## src/rtl/bcd_timer_ctrl_if.sv

```systemverilog
`default_nettype none
// ============================================================================
//  Module      : bcd_timer_ctrl_if
//  Description : Front-panel / display-side signal bundle for the BCD timer
//                run controller. The panel logic holds the master end, the
//                controller holds the slave end.
//  Revision    : 1.0  initial release
// ============================================================================
interface bcd_timer_ctrl_if #(
    parameter int DIGITS = 4
) ();
    logic                  start;
    logic                  stop;
    logic                  load_req;
    logic                  mode;
    logic [4*DIGITS-1:0]   preset;
    logic [4*DIGITS-1:0]   q;
    logic [DIGITS-1:0]     dig_en;
    logic [1:0]            state;
    logic                  busy;
    logic                  done;

    modport master (
        output start, stop, load_req, mode, preset,
        input  q, dig_en, state, busy, done
    );

    modport slave (
        input  start, stop, load_req, mode, preset,
        output q, dig_en, state, busy, done
    );
endinterface
`default_nettype wire

```

## src/rtl/bcd_timer_ctrl.sv

```systemverilog
`default_nettype none
// ============================================================================
//  Module      : bcd_timer_ctrl
//  Description : Run controller for a chain of cascaded BCD digits used as a
//                countdown timer (mode=0) or up-counting stopwatch (mode=1).
//                Generates the prescaled tick, the rippled per-digit enables,
//                preset loading, start/pause/stop and terminal detection.
//  Options     : BCD_TIMER_AUTO_RELOAD_EN - on terminal, reload and keep
//                running; done becomes a one-cycle pulse.
//  Revision    : 1.0  initial release
// ============================================================================
module bcd_timer_ctrl #(
    parameter int DIGITS   = 4,
    parameter int TICK_DIV = 1000
) (
    input  logic              clkin,
    input  logic              clr,
    bcd_timer_ctrl_if.slave   bus
);
    localparam int            PW       = (TICK_DIV > 1) ? $clog2(TICK_DIV) : 1;
    localparam int            QW       = 4 * DIGITS;
    localparam logic [PW-1:0] PRE_LAST = PW'(TICK_DIV - 1);

    typedef enum logic [1:0] {
        S_IDLE  = 2'b00,
        S_RUN   = 2'b01,
        S_PAUSE = 2'b10,
        S_DONE  = 2'b11
    } state_t;

    state_t          state_q, state_d;
    logic [QW-1:0]   count_q, count_d;
    logic [PW-1:0]   pre_q,   pre_d;
    logic            done_q,  done_d;

    logic [QW-1:0]     preset_sat;
    logic [QW-1:0]     reload_val;
    logic [QW-1:0]     target_val;
    logic [QW-1:0]     count_step;
    logic [DIGITS-1:0] carry_en;
    logic              tick;
    logic              at_target;
    logic              step;
    logic              hit_target;

    // Clamp every preset digit above 9 down to 9; used for both loading and comparing.
    always_comb begin
        preset_sat = '0;
        for (int i = 0; i < DIGITS; i++) begin
            preset_sat[4*i +: 4] = (bus.preset[4*i +: 4] > 4'd9) ? 4'd9 : bus.preset[4*i +: 4];
        end
    end

    // Down-count starts from the preset and ends at zero; up-count is the reverse.
    assign reload_val = bus.mode ? '0 : preset_sat;
    assign target_val = bus.mode ? preset_sat : '0;

    // Ripple the carry (up) or borrow (down) enable through the chain and form the stepped count.
    always_comb begin
        logic       ripple;
        logic [3:0] digit;
        ripple     = 1'b1;
        digit      = 4'd0;
        carry_en   = '0;
        count_step = count_q;
        for (int i = 0; i < DIGITS; i++) begin
            digit       = count_q[4*i +: 4];
            carry_en[i] = ripple;
            if (ripple) begin
                if (bus.mode) begin
                    count_step[4*i +: 4] = (digit == 4'd9) ? 4'd0 : digit + 4'd1;
                end else begin
                    count_step[4*i +: 4] = (digit == 4'd0) ? 4'd9 : digit - 4'd1;
                end
            end
            ripple = ripple && (digit == (bus.mode ? 4'd9 : 4'd0));
        end
    end

    // A tick only counts in RUN when neither stop nor load_req overrides it this cycle.
    // If the count already sits on its target, the tick terminates without stepping,
    // so no digit is strobed (no borrow from 0 to 9, no step past an up target of 0).
    assign tick       = (state_q == S_RUN) && !bus.stop && !bus.load_req && (pre_q == PRE_LAST);
    assign at_target  = (count_q == target_val);
    assign step       = tick && !at_target;
    assign hit_target = tick && (at_target || (count_step == target_val));

    // Next-state, count, prescaler and done flag, in priority order load_req first.
    always_comb begin
        state_d = state_q;
        count_d = count_q;
        pre_d   = pre_q;
`ifdef BCD_TIMER_AUTO_RELOAD_EN
        done_d  = 1'b0;
`else
        done_d  = done_q;
`endif
        if (bus.load_req) begin
            count_d = reload_val;
            state_d = S_IDLE;
            done_d  = 1'b0;
            pre_d   = '0;
        end else begin
            case (state_q)
                S_IDLE: begin
                    if (bus.start) begin
                        state_d = S_RUN;
                    end
                end
                S_RUN: begin
                    if (bus.stop) begin
                        // Prescaler phase is frozen here so resume keeps it.
                        state_d = S_PAUSE;
                    end else if (tick) begin
                        pre_d = '0;
                        if (step) begin
                            count_d = count_step;
                        end
                        if (hit_target) begin
`ifdef BCD_TIMER_AUTO_RELOAD_EN
                            count_d = reload_val;
                            done_d  = 1'b1;
`else
                            state_d = S_DONE;
                            done_d  = 1'b1;
`endif
                        end
                    end else begin
                        pre_d = pre_q + 1'b1;
                    end
                end
                S_PAUSE: begin
                    if (bus.start && !bus.stop) begin
                        state_d = S_RUN;
                    end
                end
                S_DONE: begin
                    // Re-arm: reload as a load_req would, and go straight to RUN.
                    if (bus.start) begin
                        count_d = reload_val;
                        pre_d   = '0;
                        done_d  = 1'b0;
                        state_d = S_RUN;
                    end
                end
                default: begin
                    state_d = S_IDLE;
                end
            endcase
        end
    end

    // State, count, prescaler and done registers with asynchronous active-low clear.
    always_ff @(posedge clkin or negedge clr) begin
        if (!clr) begin
            state_q <= S_IDLE;
            count_q <= '0;
            pre_q   <= '0;
            done_q  <= 1'b0;
        end else begin
            state_q <= state_d;
            count_q <= count_d;
            pre_q   <= pre_d;
            done_q  <= done_d;
        end
    end

    assign bus.q      = count_q;
    assign bus.dig_en = step ? carry_en : '0;
    assign bus.state  = state_q;
    assign bus.busy   = (state_q == S_RUN);
    assign bus.done   = done_q;
endmodule
`default_nettype wire

```

## src/flat_wrapper.sv

```systemverilog
// flat-port wrapper written by rule: the top's interface ports become plain ports
module bcd_timer_ctrl_flat 
#(
    parameter int DIGITS   = 4,
    parameter int TICK_DIV = 1000
)
  (clkin, clr, bus_start, bus_stop, bus_load_req, bus_mode, bus_preset, bus_q, bus_dig_en, bus_state, bus_busy, bus_done);
  bcd_timer_ctrl_if #(.DIGITS(DIGITS)) bus_i ();
  input  logic clkin;
  input  logic clr;
  input wire logic [$bits(bus_i.start)-1:0] bus_start;
  input wire logic [$bits(bus_i.stop)-1:0] bus_stop;
  input wire logic [$bits(bus_i.load_req)-1:0] bus_load_req;
  input wire logic [$bits(bus_i.mode)-1:0] bus_mode;
  input wire logic [$bits(bus_i.preset)-1:0] bus_preset;
  output wire logic [$bits(bus_i.q)-1:0] bus_q;
  output wire logic [$bits(bus_i.dig_en)-1:0] bus_dig_en;
  output wire logic [$bits(bus_i.state)-1:0] bus_state;
  output wire logic [$bits(bus_i.busy)-1:0] bus_busy;
  output wire logic [$bits(bus_i.done)-1:0] bus_done;
  assign bus_i.start = bus_start;
  assign bus_i.stop = bus_stop;
  assign bus_i.load_req = bus_load_req;
  assign bus_i.mode = bus_mode;
  assign bus_i.preset = bus_preset;
  assign bus_q = bus_i.q;
  assign bus_dig_en = bus_i.dig_en;
  assign bus_state = bus_i.state;
  assign bus_busy = bus_i.busy;
  assign bus_done = bus_i.done;
  bcd_timer_ctrl #(.DIGITS(DIGITS), .TICK_DIV(TICK_DIV)) u_core (.clkin(clkin), .clr(clr), .bus(bus_i));
endmodule
```

## config.mk

```make
export PLATFORM = sky130hd
export DESIGN_NAME = bcd_timer_ctrl_flat
export DESIGN_NICKNAME = d
export VERILOG_FILES = /design/src/rtl/bcd_timer_ctrl_if.sv /design/src/rtl/bcd_timer_ctrl.sv /design/src/flat_wrapper.sv
export SDC_FILE = /design/constraint.sdc
export NUM_CORES = 1
export LEC_CHECK = 0
export BUFFER_PORTS_ARGS = -buffer_cell sky130_fd_sc_hd__clkbuf_2
export CORE_MARGIN = 3
export CORE_UTILIZATION = 45
export DETAILED_ROUTE_END_ITERATION = 6
export MAX_ROUTING_LAYER = met4
export PLACE_DENSITY_LB_ADDON = 0.15
export SLEW_MARGIN = 20
export SYNTH_ARGS = -nofsm -noshare
export SYNTH_HDL_FRONTEND = slang
export SYNTH_SLANG_ARGS = --single-unit
```

## constraint.sdc

```tcl
create_clock -name clkin -period 7.5 [get_ports clkin]
set_input_delay 0 -clock clkin [delete_from_list [all_inputs] [get_ports clkin]]
set_output_delay 0 -clock clkin [all_outputs]
set_load 0.005 [all_outputs]
```

# Word-level counts from Yosys, hierarchy flattened
# Cells that the tools add are included.
# classes
reduce_logical	23
shifts	0
mul	0
div	0
magnitude_cmp	4
n_addsub	9
bitwise	0
mux	47
eq_ne	22
# ops
cell	count
two-way mux 16 bit	7
two-way mux 4 bit	21
two-way mux 10 bit	4
equality test 16 bit	2
case mux 16 bit (2 select lines)	1
case mux 10 bit (2 select lines)	1
adder 4 x 1 -> 4 bit (second input constant)	4
equality test 4 bit (second input constant)	4
greater-than comparator 4 bit (second input constant)	4
zero test 4 bit	4
subtractor 4 x 1 -> 4 bit (second input constant)	4
equality test 4 bit	3
two-way mux 2 bit	6
inequality test 3 x 2 -> 1 bit (second input constant)	4
adder 10 x 1 -> 10 bit (second input constant)	1
equality test 10 bit (second input constant)	1
AND reduction 5 bit	2
logical AND 1 bit	8
inequality test 4 x 3 -> 1 bit (second input constant)	2
inequality test 3 bit (second input constant)	2
case mux 2 bit (3 select lines)	1
two-way mux 1 bit	5
equality test 2 bit (second input constant)	2
AND reduction 4 bit	1
other kinds (9)	11
# totals
latch_bits	0
rom_bits	0
n_memories	0
ram_bits	0
inputBits	22
regBits	29

# Logic depth before layout (Yosys ltp)
# logic_depth
depth_word	13
mapped_depth	12

# Worst setup path after synthesis
# OpenSTA, ideal clock, no wires.
# synth_timing
path_kind	register to register
from	reg u_core.count_q[7] (netlist: u_core.bus.q[7])
to	reg u_core.state_q[0] (netlist: u_core.bus.state[0])
arrival_time_ps	2628
stages_incl_launch_ff	11
period_less_slack_ps	2752
path_slack_ps	4748
t_required_ps	7376
n_path_buf	1
setup_time_ps	124
cell_sequence	dfrtp_1 > clkbuf_1 > or3_4 > a21o_1 > nor3_4 > mux2i_1 > mux2i_1 > a31oi_1 > nor4_2 > nor3_1 > a211o_1
# synth_between
elab_chain_cells	9
elab_cells_between_ends	19
classes_between	add/sub (2); eq/ne (5); mux (6); reduce/logical (6)
# synth_rtl
item	line_no	source
start, declared	bcd_timer_ctrl.sv:32	logic [QW-1:0] count_q, count_d;
start signal, assigned	bcd_timer_ctrl.sv:162	count_q <= count_d;
subtractor 4 x 1 -> 4 bit (tied with other cells)	bcd_timer_ctrl.sv:73	count_step[4*i +: 4] = (digit == 4'd0) ? 4'd9 : digit - 4'd1;
two-way mux 4 bit (tied with other cells)	bcd_timer_ctrl.sv:73	
two-way mux 4 bit / logical AND 1 bit (equally long branches)	bcd_timer_ctrl.sv:70, bcd_timer_ctrl.sv:76	
two-way mux 4 bit	bcd_timer_ctrl.sv:69	if (ripple) begin
equality test 16 bit	bcd_timer_ctrl.sv:86	assign hit_target = tick && (at_target || (count_step == target_val));
logical OR 1 bit (*)	bcd_timer_ctrl.sv:86	
logical AND 1 bit (*)	bcd_timer_ctrl.sv:86	
inequality test 4 x 3 -> 1 bit (no line) (*)	-	
AND reduction 4 bit (no line) (*)	-	
end signal, assigned	bcd_timer_ctrl.sv:161	state_q <= state_d;
end, declared	bcd_timer_ctrl.sv:31	state_t state_q, state_d;
# Every way passes the cells marked *; elsewhere a longest branch is shown, timed or not.
# A chain may end at the register's enable or synchronous reset.

# Final worst setup path
# layout_timing
from	reg u_core.count_q[0] (netlist: u_core.bus.q[0])
to	reg u_core.state_q[0] (netlist: u_core.bus.state[0])
# layout_between
elab_chain_cells	9
elab_cells_between_ends	19
classes_between	add/sub (2); eq/ne (5); mux (6); reduce/logical (6)
# layout_rtl
item	line_no
branches (longest 5 deep; another with subtractor 4 x 1 -> 4 bit)	-
logical OR 1 bit (*)	bcd_timer_ctrl.sv:86
logical AND 1 bit (*)	bcd_timer_ctrl.sv:86
inequality test 4 x 3 -> 1 bit (no line) (*)	-
AND reduction 4 bit (no line) (*)	-
# Every way passes the cells marked *.

==> key figures <==
Status
  • Run status: finished, final reports clean

Power and ir drop
  • Int Pwr: between 0.0006 and 0.0007 W
  • Leakage power total: approximately 1.5 nW
  • Switching pwr: 0.000669 W
  • Register share of total power: roughly 29%
  • Switching Fraction: 51.6%
  • Max IR drop VDD: around 0.18 mV
  • Clock Power Share: between 10% and 20%
  • Combinational fraction of design power: a little under three fifths
  • PD cells: 345 mW/mm2

Yosys
  • Ys async rst share: between 90% and 100%
  • Ys flop type: dfrtp_1
  • Sequential area share after synthesis: 21.1%
  • Number of synthesized flops with an enable pin: 0
  • Syn_nets: approximately 500
  • Netlist Area Pre-Place: 0.00343 mm2
  • Syn Area/Cell: 7.15 um2
  • Register bit total from synthesis: 29
  • Post-Synthesis Cells: 480
  • Top-area cell type share of the netlist area: 21.1%
  • Post-synth cell types: 67
  • Yosys warns: 0
  • Synth area leader: dfrtp_1
  • Synth area leaders: dfrtp_1, o21ai_0, nor2_1, nand2_1, nor3_1

Hold path
  • Hold path cells: 3
  • Hold path endpoint: u_core.bus.q[0]
  • Min-delay src: bus_preset[0]
  • Min-Delay Path Class: input pin to flip-flop

Final layout
  • ANT cells: 0
  • Fill count: about 750
  • Nets: 522
  • Final core utilization: approximately half
  • Area Overhead vs Synth: 9.58%
  • Layout cells sized above 1: between 10% and 20%
  • Most frequent cells in the layout: o21ai_0, nor2_1, clkbuf_2
  • Final instance area: approximately 0.0038 mm2
  • Most common cell after layout, fill and taps aside: o21ai_0

Drt
  • DRC viols: 0
  • Remaining antenna violation count: 0
  • Drt initial violations: roughly 340
  • Pre-antenna DRT Iters: 5
  • Via density: about 6.4
  • Final wirelength: just over 10 mm
  • Via count: 3,786
  • Routed len/inst: 17.0 um

Floorplanning
  • Die area: around 0.0087 mm2
  • CORE AREA: 0.00733 mm2
  • I/O pin cnt: between 40 and 50
  • Site Rows: 31
  • Starting density of the core: 46.8%
  • Die height: between 90 and 100 um
  • Die width: roughly 93 um

CTS
  • H-tree Lvls: 2
  • Post-cts resize count: 0
  • CTS buffer count: 5
  • Clock Path Buffers: 2
  • Worst-skew pair later-pin latency: about 300 ps
  • CTS tree: done
  • CTS Sinks: 29
  • Clock Tree Root: clkbuf_8
  • Clock transition at path regs: roughly 60 ps

STA
  • Setup violators final: 0
  • RSZ-0062 raised after global routing: false
  • Max transition margin: approximately 45%
  • Final Hold Fails: 0
  • Setup TNS: 0 ps
  • Highest Clock Rate: around 300 MHz
  • Max-slew violation count: 0
  • Least-Margin Pin Slew: 819 ps
  • Period utilisation layout: between 40% and 50%
  • Fin crit period: 3370 ps
  • Clock Skews: around 9.6 ps
  • Hold_ws: just over 70 ps

Placement
  • Routability cong.: roughly 0.92
  • Post-place instance area: about 0.0036 mm2
  • HPWL Detailed: 7.20 mm
  • Port Buf Inserts: 45

Setup path
  • Startpoint types: flip-flop
  • Depth of the worst register-to-register path: 9
  • Reg2reg end: u_core.bus.state[0]
  • Critical path arrival: between 3000 and 4000 ps
  • Worst Path Max Fanout: 22
  • Critical path class: flip-flop to flip-flop
  • Reg2Reg Launch Point: u_core.bus.q[0]
  • Critical Path RT: ~7700 ps
  • Critical path endpoint category: flip-flop
  • Reg-to-reg slack, setup: ~4100 ps

Global route
  • Number of global-route vias before repair: roughly 3,300
  • Wire length of the first global-routing pass: roughly 17 mm
  • Largest net degree at the start of global routing: between 60 and 70
  • GR Util All Layers: around a quarter
  • GRT overflow: 0
  • Initial antenna violation count: 0

Run
  • MaxCap Viol Count: 0
## Yosys cell counts (2+ instances only)
cell / n
a211oi_1: 5
xnor2_1: 11
mux2i_1: 10
nand2b_1: 12
a21oi_1: 19
o31ai_1: 8
clkbuf_1: 21
o32ai_1: 3
nor3_1: 22
buf_1: 3
a2bb2oi_1: 3
nor3b_1: 2
o22ai_1: 6
o211ai_1: 6
nand4_1: 6
a221oi_1: 3
nor2_1: 45
nand3_1: 15
inv_1: 15
nor2b_1: 7
or2_2: 3
a31oi_1: 15
o2111ai_1: 2
nor4bb_1: 4
nand2_1: 39
xor2_1: 6
dfrtp_1: 29
ha_1: 5
o31a_1: 3
o21bai_1: 2
a211o_1: 2
a21o_1: 7
or2_1: 2
or3_1: 5
a221o_1: 5
and3_1: 9
o21a_1: 8
buf_2: 14
o21ai_0: 57
and2_1: 2
nor4_1: 7
a32oi_1: 5
a22oi_1: 2
a311oi_1: 2
## final cells by class
cell class                      instances  area [um2]  share of cell area (%)
Timing Repair Buffer                   48         250                    6.65
Multi-Input combinational cell        395        2480                    66.0
Clock buffer                            6        82.6                    2.19
Sequential cell                        29         726                    19.3
Inverter                               16        60.1                    1.60
Clock inverter                          2        37.5                   0.998
Tap cell                               99         124                    3.29
## worst max-delay path by stage
stage / start / to / slack (ps) / depth (start not counted)
final: u_core.bus.q[0] / u_core.bus.state[0] / 4130 / 9
after global routing: u_core.bus.q[0] / u_core.bus.state[1] / 3820 / 9
after CTS: u_core.bus.q[0] / u_core.bus.state[0] / 4140 / 9
after detailed placement: u_core.bus.q[0] / u_core.bus.state[0] / 4160 / 9
after global placement: u_core.bus.q[0] / u_core.bus.state[1] / 4190 / 9
after floorplan: u_core.bus.q[7] / u_core.bus.state[0] / 4750 / 10
## cells by family (layout without fill, tap and decap cells)
family                     after synthesis  count (layout)  synth area share, %
DFF                                     29              29                 21.1
buffers and inverters                   56              72                 6.96
AOI/OAI and AO/OA                      174             174                 34.0
adders and majority gates                5               5                 1.82
xor gates and xnor gates                17              17                 4.34
and+or+nand+nor                        188             188                 28.5
muxes                                   11              11                 3.24
## metal layers
| layer | GRT usage (%) | vias to the layer above | routed length (um) |
|---|---|---|---|
| met5 | - | - | 0 |
| met1 | 34.4 | 1806 | 4650 |
| met2 | 38.2 | 137 | 4700 |
| met3 | 3.46 | 15 | 637 |
| met4 | 5.49 | 0 | 140 |
| li1 | - | 1828 | - |
## stage by stage
step / std cells / worst slack (ps) / power [W]
CTS: 595 / 4140 / 0.00129
finish: 595 / 4130 / 0.00130
global placement: 586 / 4190 / 0.00110
detailed placement: 586 / 4160 / 0.00111
floorplan: 480 / 4750 / 0.000915
global route: 595 / 3820 / 0.00142
## timing repair
action / 4_1_cts / 5_1_grt
hold buffers: 1 / 0
setup buffers: 0 / 0
hold endpoints to repair: 29 / 0
## critical path, stage by stage, from the launching register on
cell,delay (ps)
dfrtp_1,790
and3_1,300
o21ai_2,190
nor3_4,440
mux2i_1,340
xor2_1,200
a31oi_1,160
nor4_2,430
nor3_1,90
a211o_1,290
## state kept, by name, summed over array words and instances (netlist names)
register / cells
u_core.pre_q: 10
u_core.bus.q: 16
u_core.bus.done: 1
u_core.bus.state: 2
## power groups by stage
stage | clock network (W) | logic, W | registers, W
global route | 0.000191 | 0.000834 | 0.000394
detailed placement | 0 | 0.000735 | 0.000374
floorplan | 0 | 0.000657 | 0.000257
global placement | 0 | 0.000728 | 0.000373
finish | 0.000178 | 0.000746 | 0.000373
CTS | 0.000181 | 0.000738 | 0.000371
Power figures use the tool's default switching activity.
